===== src/rtl/lut_arb_pkg.sv =====
// Shared types and default sizing for the LUT port arbiter: FSM state
// encoding and the parameter defaults used by the top level.
package lut_arb_pkg;

  localparam int DEF_NREQ           = 4;
  localparam int DEF_ABITS          = 4;
  localparam int DEF_DBITS          = 2;
  localparam bit DEF_CLEAR_ON_RESET = 1'b1;

  typedef enum logic {
    CLEAR = 1'b0,
    RUN   = 1'b1
  } state_e;

endpackage


===== src/rtl/rr_pick.sv =====
// Round-robin picker: returns the first eligible requester at or after the
// pointer, wrapping modulo N, as a one-hot grant plus a valid flag.
module rr_pick #(
  parameter int N  = 4,
  parameter int PW = (N > 1) ? $clog2(N) : 1
) (
  input  logic [N-1:0]  i_elig,
  input  logic [PW-1:0] i_ptr,
  output logic [N-1:0]  o_grant,
  output logic          o_valid
);

  logic [PW-1:0] w_idx;

  // NOTE: every output of a combinational block gets a default before any
  // conditional assignment; a path that leaves one unassigned infers a latch.
  always_comb begin
    o_grant = '0;
    o_valid = 1'b0;
    w_idx   = '0;
    for (int k = 0; k < N; k++) begin
      w_idx = PW'((int'(i_ptr) + k) % N);
      if (!o_valid && i_elig[w_idx]) begin
        o_grant[w_idx] = 1'b1;
        o_valid        = 1'b1;
      end
    end
  end

endmodule


===== src/rtl/lut_port_arbiter.sv =====
// Multi-requester arbiter in front of a single-port RW lookup table, with an
// optional zero-fill pass after reset or on demand.
module lut_port_arbiter
  import lut_arb_pkg::*;
#(
  parameter int NREQ           = DEF_NREQ,
  parameter int ABITS          = DEF_ABITS,
  parameter int DBITS          = DEF_DBITS,
  parameter bit CLEAR_ON_RESET = DEF_CLEAR_ON_RESET
) (
  input  logic                   clk,
  input  logic                   rst,
  input  logic                   clr,
  input  logic [NREQ-1:0]        req,
  input  logic [NREQ-1:0]        req_we,
  input  logic [NREQ*ABITS-1:0]  req_addr,
  input  logic [NREQ*DBITS-1:0]  req_wdata,
  output logic [NREQ-1:0]        ack,
  output logic [DBITS-1:0]       rdata,
  output logic                   busy,
  output logic [ABITS-1:0]       mem_addr,
  output logic                   mem_wr_en,
  output logic [DBITS-1:0]       mem_wr_data,
  input  logic [DBITS-1:0]       mem_rd_data
);

  localparam int               PW        = (NREQ > 1) ? $clog2(NREQ) : 1;
  localparam logic [ABITS-1:0] LAST_ADDR = '1;
  localparam state_e           RST_STATE = CLEAR_ON_RESET ? CLEAR : RUN;

  state_e           r_state;
  logic [ABITS-1:0] r_cnt;
  logic [PW-1:0]    r_ptr;
  logic [NREQ-1:0]  r_ack;
  logic [DBITS-1:0] r_rdata;

  logic [NREQ-1:0]  w_elig;
  logic [NREQ-1:0]  w_grant;
  logic             w_grant_vld;
  logic [PW-1:0]    w_win_idx;
  logic [PW-1:0]    w_ptr_nxt;
  logic [ABITS-1:0] w_sel_addr;
  logic             w_sel_we;
  logic [DBITS-1:0] w_sel_wdata;

  // A requester whose ack is going out this cycle is masked so it cannot be
  // served twice back to back; clr and rst suppress any new grant.
  assign w_elig = (r_state == RUN && !rst && !clr) ? (req & ~r_ack) : '0;

  rr_pick #(
    .N  (NREQ),
    .PW (PW)
  ) u_rr_pick (
    .i_elig  (w_elig),
    .i_ptr   (r_ptr),
    .o_grant (w_grant),
    .o_valid (w_grant_vld)
  );

  always_comb begin
    w_win_idx   = '0;
    w_sel_addr  = '0;
    w_sel_we    = 1'b0;
    w_sel_wdata = '0;
    for (int i = 0; i < NREQ; i++) begin
      if (w_grant[i]) begin
        w_win_idx   = PW'(i);
        w_sel_addr  = req_addr[i*ABITS +: ABITS];
        w_sel_we    = req_we[i];
        w_sel_wdata = req_wdata[i*DBITS +: DBITS];
      end
    end
  end

  assign w_ptr_nxt = (w_win_idx == PW'(NREQ - 1)) ? '0 : w_win_idx + PW'(1);

  always_comb begin
    mem_addr    = '0;
    mem_wr_en   = 1'b0;
    mem_wr_data = '0;
    if (!rst) begin
      if (r_state == CLEAR) begin
        mem_addr  = r_cnt;
        mem_wr_en = 1'b1;
      end else if (w_grant_vld) begin
        mem_addr    = w_sel_addr;
        mem_wr_en   = w_sel_we;
        mem_wr_data = w_sel_wdata;
      end
    end
  end

  // NOTE: state registers use non-blocking assignments so every flop samples
  // pre-edge values regardless of statement order.
  always_ff @(posedge clk) begin
    if (rst) begin
      r_state <= RST_STATE;
      r_cnt   <= '0;
      r_ptr   <= '0;
      r_ack   <= '0;
      r_rdata <= '0;
    end else begin
      r_ack <= w_grant;
      if (w_grant_vld) begin
        r_rdata <= mem_rd_data;
        r_ptr   <= w_ptr_nxt;
      end
      case (r_state)
        CLEAR: begin
          r_cnt <= r_cnt + 1'b1;
          if (r_cnt == LAST_ADDR) r_state <= RUN;
        end
        RUN: begin
          if (clr) begin
            r_state <= CLEAR;
            r_cnt   <= '0;
          end
        end
        default: r_state <= RUN;
      endcase
    end
  end

  assign ack   = r_ack;
  assign rdata = r_rdata;
  assign busy  = (r_state == CLEAR);

endmodule

===== config.mk =====
export PLATFORM = sky130hd
export DESIGN_NAME = lut_port_arbiter
export DESIGN_NICKNAME = d
export VERILOG_FILES = /design/src/rtl/lut_arb_pkg.sv /design/src/rtl/rr_pick.sv /design/src/rtl/lut_port_arbiter.sv
export SDC_FILE = /design/constraint.sdc
export NUM_CORES = 1
export LEC_CHECK = 0
export ABC_AREA = 1
export CORE_ASPECT_RATIO = 0.6
export CORE_UTILIZATION = 45
export CTS_CLUSTER_DIAMETER = 120
export DETAILED_ROUTE_END_ITERATION = 10
export PLACE_DENSITY = 0.81
export SYNTH_ARGS = -nofsm -noshare
export SYNTH_HDL_FRONTEND = slang
export SYNTH_SLANG_ARGS = --single-unit

===== constraint.sdc =====
create_clock -name clk -period 2.95 [get_ports clk]
set_clock_uncertainty 0.05 [all_clocks]
set_input_delay 0.59 -clock clk [delete_from_list [all_inputs] [get_ports clk]]
set_output_delay 0.59 -clock clk [all_outputs]
set_load 0.005 [all_outputs]

**Word-level counts from Yosys, hierarchy flattened**

Cells that the tools add are included.

- Add/sub/neg operators: 5
- $mul: 0
- Divide/modulo/power cells: 0
- Order comparisons: 8
- Equality and inequality tests: 3
- Shift-type cells: 0
- Muxes and demuxes: 55
- Bitwise operators: 6
- Reductions and logical operators: 14

Operator list:

| cell | count |
|---|---|
| $mux W4 | 13 |
| $mux W1 | 22 |
| $mux W2 | 10 |
| $lt A2 B3 Y1 const B | 4 |
| $or A4 B4 Y4 | 3 |
| $logic_and A1 B1 Y1 | 9 |
| $bmux W1 S2 | 4 |
| $demux W1 S2 | 4 |
| $ge A2 B1 Y1 const B | 4 |
| $pmux W4 S2 | 1 |
| $logic_not A1 Y1 | 5 |
| $add A2 B1 Y2 const B | 2 |
| $add A2 B2 Y2 const B | 2 |
| $add A4 B1 Y4 const B | 1 |
| $and A4 B4 Y4 | 1 |
| $eq A4 B4 Y1 const B | 1 |
| $not A4 Y4 | 1 |
| $eq A2 B2 Y1 const B | 1 |
| $ne A2 B2 Y1 const B | 1 |
| $pmux W1 S2 | 1 |
| $not A1 Y1 | 1 |

- Register bits after elaboration: 13
- Bits in latches: 0
- RAM bits: 0
- Memory bits (read-only): 0
- Bits of input ports: 37
- Output and inout bits: 14
- Memories: 0

**Longest topological paths before layout**

Gate-level depths: netlist (run 1).

- Word-level depth: 23
- Gate-level depth with buffers: 17
- Gate-level depth less buffers: 17

**Cells and area by module**

From an unflattened synthesis (run 1), not the netlist that was laid out.

- Cell total of the unflattened synthesis: 223
- Area total of the unflattened synthesis: 1331.3 um2

Modules (own cells, without submodules):

| module | times used | cells an instance | area an instance (um2) | seq. area each (um2) |
|---|---|---|---|---|
| lut_port_arbiter | 1 | 147 | 912.1 | 260.2 |
| rr_pick | 1 | 76 | 419.2 | 0.0 |

**Worst setup path after synthesis (run 1)**

OpenSTA, ideal clock, no wires.

- Kind: register to output
- From: reg r_ptr[0]
- To: out mem_addr[2]
- Arrival time: 2.128 ns
- Data required time: 2.310 ns
- Path slack: 0.182 ns
- Cell stages (with the launch flop): 15
- Cells stage by stage: dfxtp_1 > inv_1 > ha_1 > inv_1 > nand3_1 > nand2_1 > nand3_4 > nor2_4 > nand2_2 > nand2_4 > clkinv_4 > buf_6 > or2_1 > nand2_1 > a21oi_2

- Word-level cells in the longest chain between the ends: 19
- Elaborated cells on any way between the ends: 55
- Those cells by class: add/sub: 3; order compare: 8; mux: 31; bitwise: 3; reduce/logical: 10

Ends and longest elaborated chain:

| item | RTL line | text |
|---|---|---|
| start: declaration | lut_port_arbiter.sv:33 | `logic [PW-1:0] r_ptr;` |
| start signal: assignment | lut_port_arbiter.sv:106 | `r_ptr <= w_ptr_nxt;` |
| branches (longest 16 deep; another with $lt A2 B3 Y1) | n/a |  |
| $mux W4 (*) | lut_port_arbiter.sv:85 | `end else if (w_grant_vld) begin` |
| $mux W4 (*) | lut_port_arbiter.sv:82 | `if (r_state == CLEAR) begin` |
| $mux W4 (*) | lut_port_arbiter.sv:81 | `if (!rst) begin` |
| end: declaration | lut_port_arbiter.sv:21 | `output logic [ABITS-1:0] mem_addr,` |

Every way passes the cells marked *. The select of a mux whose other input is x is not followed.

**Final worst setup path (run 1)**

- From: in clr
- To: out mem_wr_data[1]

- Word-level cells in the longest chain between the ends: 22
- Elaborated cells on any way between the ends: 35
- Those cells by class: mux: 24; bitwise: 3; reduce/logical: 8

Ends and longest elaborated chain:

| item | RTL line | text |
|---|---|---|
| start: declaration | lut_port_arbiter.sv:13 | `input logic clr,` |
| $logic_not A1 Y1 (*) | lut_port_arbiter.sv:48 | `assign w_elig = (r_state == RUN && !rst && !clr) ? (req & ~r_ack) : '0;` |
| $logic_and A1 B1 Y1 (*) | lut_port_arbiter.sv:48 |  |
| $mux W4 (*) | lut_port_arbiter.sv:48 |  |
| $bmux W1 S2 | rr_pick.sv:23 | `if (!o_valid && i_elig[w_idx]) begin` |
| $mux W1 (not written as such) | rr_pick.sv:23 |  |
| $mux W1 | rr_pick.sv:23 |  |
| $logic_not A1 Y1 | rr_pick.sv:23 |  |
| $logic_and A1 B1 Y1 | rr_pick.sv:23 |  |
| [3 not listed] | n/a |  |
| $mux W1 | rr_pick.sv:23 |  |
| $logic_not A1 Y1 | rr_pick.sv:23 |  |
| $logic_and A1 B1 Y1 | rr_pick.sv:23 |  |
| $mux W4 | rr_pick.sv:23 |  |
| $mux W2 (4 in a row) | lut_port_arbiter.sv:66 | `if (w_grant[i]) begin` |
| $mux W2 (*) | lut_port_arbiter.sv:85 |  |
| $mux W2 (*) | lut_port_arbiter.sv:82 |  |
| $mux W2 (*) | lut_port_arbiter.sv:81 |  |
| end: declaration | lut_port_arbiter.sv:23 | `output logic [DBITS-1:0] mem_wr_data,` |

Mark *: on every way between the ends. The rest lies on a longest branch, timed or not. The select of a mux whose other input is x is not followed.

==> results of run 1 <==
## registers in the layout, indices dropped and copies added (netlist names)
name / count
r_ptr: 2
ack: 4
r_cnt: 4
rdata: 2
r_state: 1
## per-stage QoR
stage          power (mW)  hold WS [ps]
6_report            0.578           444
2_1_floorplan       0.261           419
5_1_grt             0.596           498
3_3_place_gp        0.357           414
4_1_cts             0.532           434
3_5_place_dp        0.359           427
## cells in the final DEF, fill, tap and decap left out, drive strengths merged, types with 3 or more instances in the layout
| master | netlist | layout |
|---|---|---|
| dlygate4sd2 | 0 | 4 |
| clkbuf | 0 | 5 |
| clkdlybuf4s50 | 0 | 37 |
| or2 | 6 | 6 |
| nor2 | 21 | 21 |
| nand2 | 69 | 69 |
| dfxtp | 13 | 13 |
| nand3 | 35 | 35 |
| nor3 | 4 | 4 |
| a21oi | 11 | 11 |
| o211ai | 3 | 3 |
| o21ai | 10 | 10 |
| buf | 4 | 48 |
| ha | 8 | 8 |
| inv | 31 | 31 |
## power groups by stage
| stage | Sequential, mW | Clock [mW] | Combinational [mW] |
|---|---|---|---|
| after floorplan | 0.199 | 0 | 0.0622 |
| after detailed placement | 0.197 | 0 | 0.162 |
| after global routing | 0.196 | 0.171 | 0.229 |
| after global placement | 0.196 | 0 | 0.161 |
| final | 0.195 | 0.164 | 0.219 |
| after CTS | 0.193 | 0.157 | 0.182 |
## worst max-delay path, cell delays in order
cell and delay, ps:
buf_6 90, inv_4 40, nand2_4 60, nor2_8 110
buf_12 140, nand3_2 110, nand3_2 130, nand2_4 90
buf_6 130, nand2_1 100, nor2_1 60, a21oi_2 260
nand2_8 110, clkinv_4 80, buf_4 100, o211ai_1 100
o21ai_1 150, buf_2 130
## logic make-up after synthesis
logic type	Yosys count	share of synthesized area
and+or+nand+nor	136	0.497
DFF	13	0.189
buffers and inverters	36	0.123
adders and majority gates	8	0.0725
AOI/OAI and AO/OA	26	0.119
## metal layers
layer	vias up	part of all wire	wire length, um
met1	898	0.37	2390
met5	-	0	0
met3	53	0.11	708
met2	185	0.46	2960
li1	885	-	-
met4	0	0.053	341
## area by class of cell
type | count | share of cell area
Tap cell | 42 | 0.0200
Inverter | 32 | 0.0487
Sequential cell | 13 | 0.0993
Timing Repair Buffer | 90 | 0.309
Clock buffer | 4 | 0.0172
Timing Repair inverter | 1 | 0.00334
Multi-Input combinational cell | 170 | 0.502
## path summary, 6_finish.rpt
path / slack (ps) / depth (start not counted) / startpoint / to
worst max-delay path: -280 / 18 / clr / mem_wr_data[1]
worst min-delay path: 440 / 2 / rdata[0] / rdata[0]
worst max register to register: 470 / 13 / r_ptr[0] / r_ptr[0]
worst min register to register: 440 / 2 / rdata[0] / rdata[0]
## what timing repair did
action / CTS / global route
endpoints found under the setup margin: 7 / 7
resized for setup: 112 / 28
pin swaps: 48 / 24
hold endpoints to repair: 0 / 0
setup buffers: 17 / 3
cloned: 1 / 0
==> flow_summary.toml, run 1 <==
[timing]
final-setup-viol-count = 7
hold_violations = 0
worst_slew_pin_slew_ps = 364
finalCriticalPeriod_ps = 3230
setup_slack_ps = -285
slew_headroom = 0.754
grt_setup_unrepaired = "true"
fin_crit_sh = 1.10
slew_viol_final = 0
finalSetupTns_ps = -1510
fmax_ghz = 0.309

[detailed_routing]
route.detailed.drc = 0
first_pass_iters = 5
ant_nets = 0
wl_per_cell_um = 18.2
wl_mm = 6.41
vias_per_cell = 5.74
drtIter0Drc = 191
vias = 2021

[global_route]
gr-max-usage-layer = "met2"
grt_max_degree = 10
met3_usage = 0.0580
grt-ovfl-total = 0
use_met1 = 0.417
grt_pass1_vias = 1732
antenna_found_initial = 1
grt_use_met2 = 0.538
grt_usage = 0.321
grt_pass1_wl_mm = 7.93

[logic_synthesis]
ys.flop_type = "dfxtp_1"
synth.avg_cell_area_um2 = 6.30
seq_area_frac_synth = 0.189
yosys.area.top_type = "dfxtp_1"
synth.most_common_cell = "nand2_1"
postSynth.asyncResetShare = 0
synth.net_count = 264
ys_top_cells_by_area = "dfxtp_1 19%, nand2_1 17%, nand3_1 11%, inv_1 8.2%, ha_1 7.3%"
synthCells = 219
ys_ff_latch = 13
synthDistinctLibCells = 27
syn_area_um2 = 1380
synth_warnings = 0
synth-edff-count = 0
synth_common_cells = "61 x nand2_1, 30 x inv_1, 30 x nand3_1"
synth_top_area_share = 0.189

[cts]
cts_max_level = 1
clockBufferDepth = 2
path_clk_slew_ps = 60
cts_root_buf = "clkbuf_8"
hold_buffers = 0
cts_buffers = 3
insertion_delay_ps = 250
cts_tree = "done"
cts_sinks = 13

[cells_and_area]
antenna_cells = 0
area_delta_synth_final_pct = 89.9
regArea_um2 = 260
final_cells = 352
finalNetCount = 356
postLayoutCoreUtil = 0.907
multi_input_area_um2 = 1320
fin_area_um2 = 2620
layout-drive-gt1-share = 0.455
nFillCells = 127

[pwr]
p_comb_frac = 0.379
leakage_nw = 1.20
intPower_mw = 0.388
switching_share = 0.328
switchingPower_mw = 0.189
power.density_nw_per_um2 = 220
vdd_drop_max_uv = 211
p_seq_frac = 0.337
p_clk_frac = 0.284

[critical_path]
cp-start-kind = "input pin"
critPathMaxFanout = 5
worstSetupPathType = "input pin to output port"
critPathArrivalTime_ps = 2590
critPathCaptureType = "output port"
required_ps = 2310

[die]
core.rowCount = 15
core-area_um2 = 2890
die_x_um = 73.5
die_y_um = 44.9
start_util = 0.477
dieArea_um2 = 3300
io_pins = 51

[worst_hold_path]
min-delay-path-class = "flip-flop to flip-flop"

[job]
cap_violations = 0

[place]
hpwl_mm = 3.13
gp_congestion = 0.877
place_ws_ps = -901
io_buffers = 50
dp.cells = 327
placed_area_um2 = 2040

[outcome]
status = "complete, but fails checks"
violations = "setup timing"
No activity file was read; power rests on OpenSTA's default activity.
==> run 2: changes to the inputs <==
Settings changed: HOLD_SLACK_MARGIN set to 0.06.
==> results of run 2 <==
The final DEF is identical to that of run 1; final timing and power are the same.
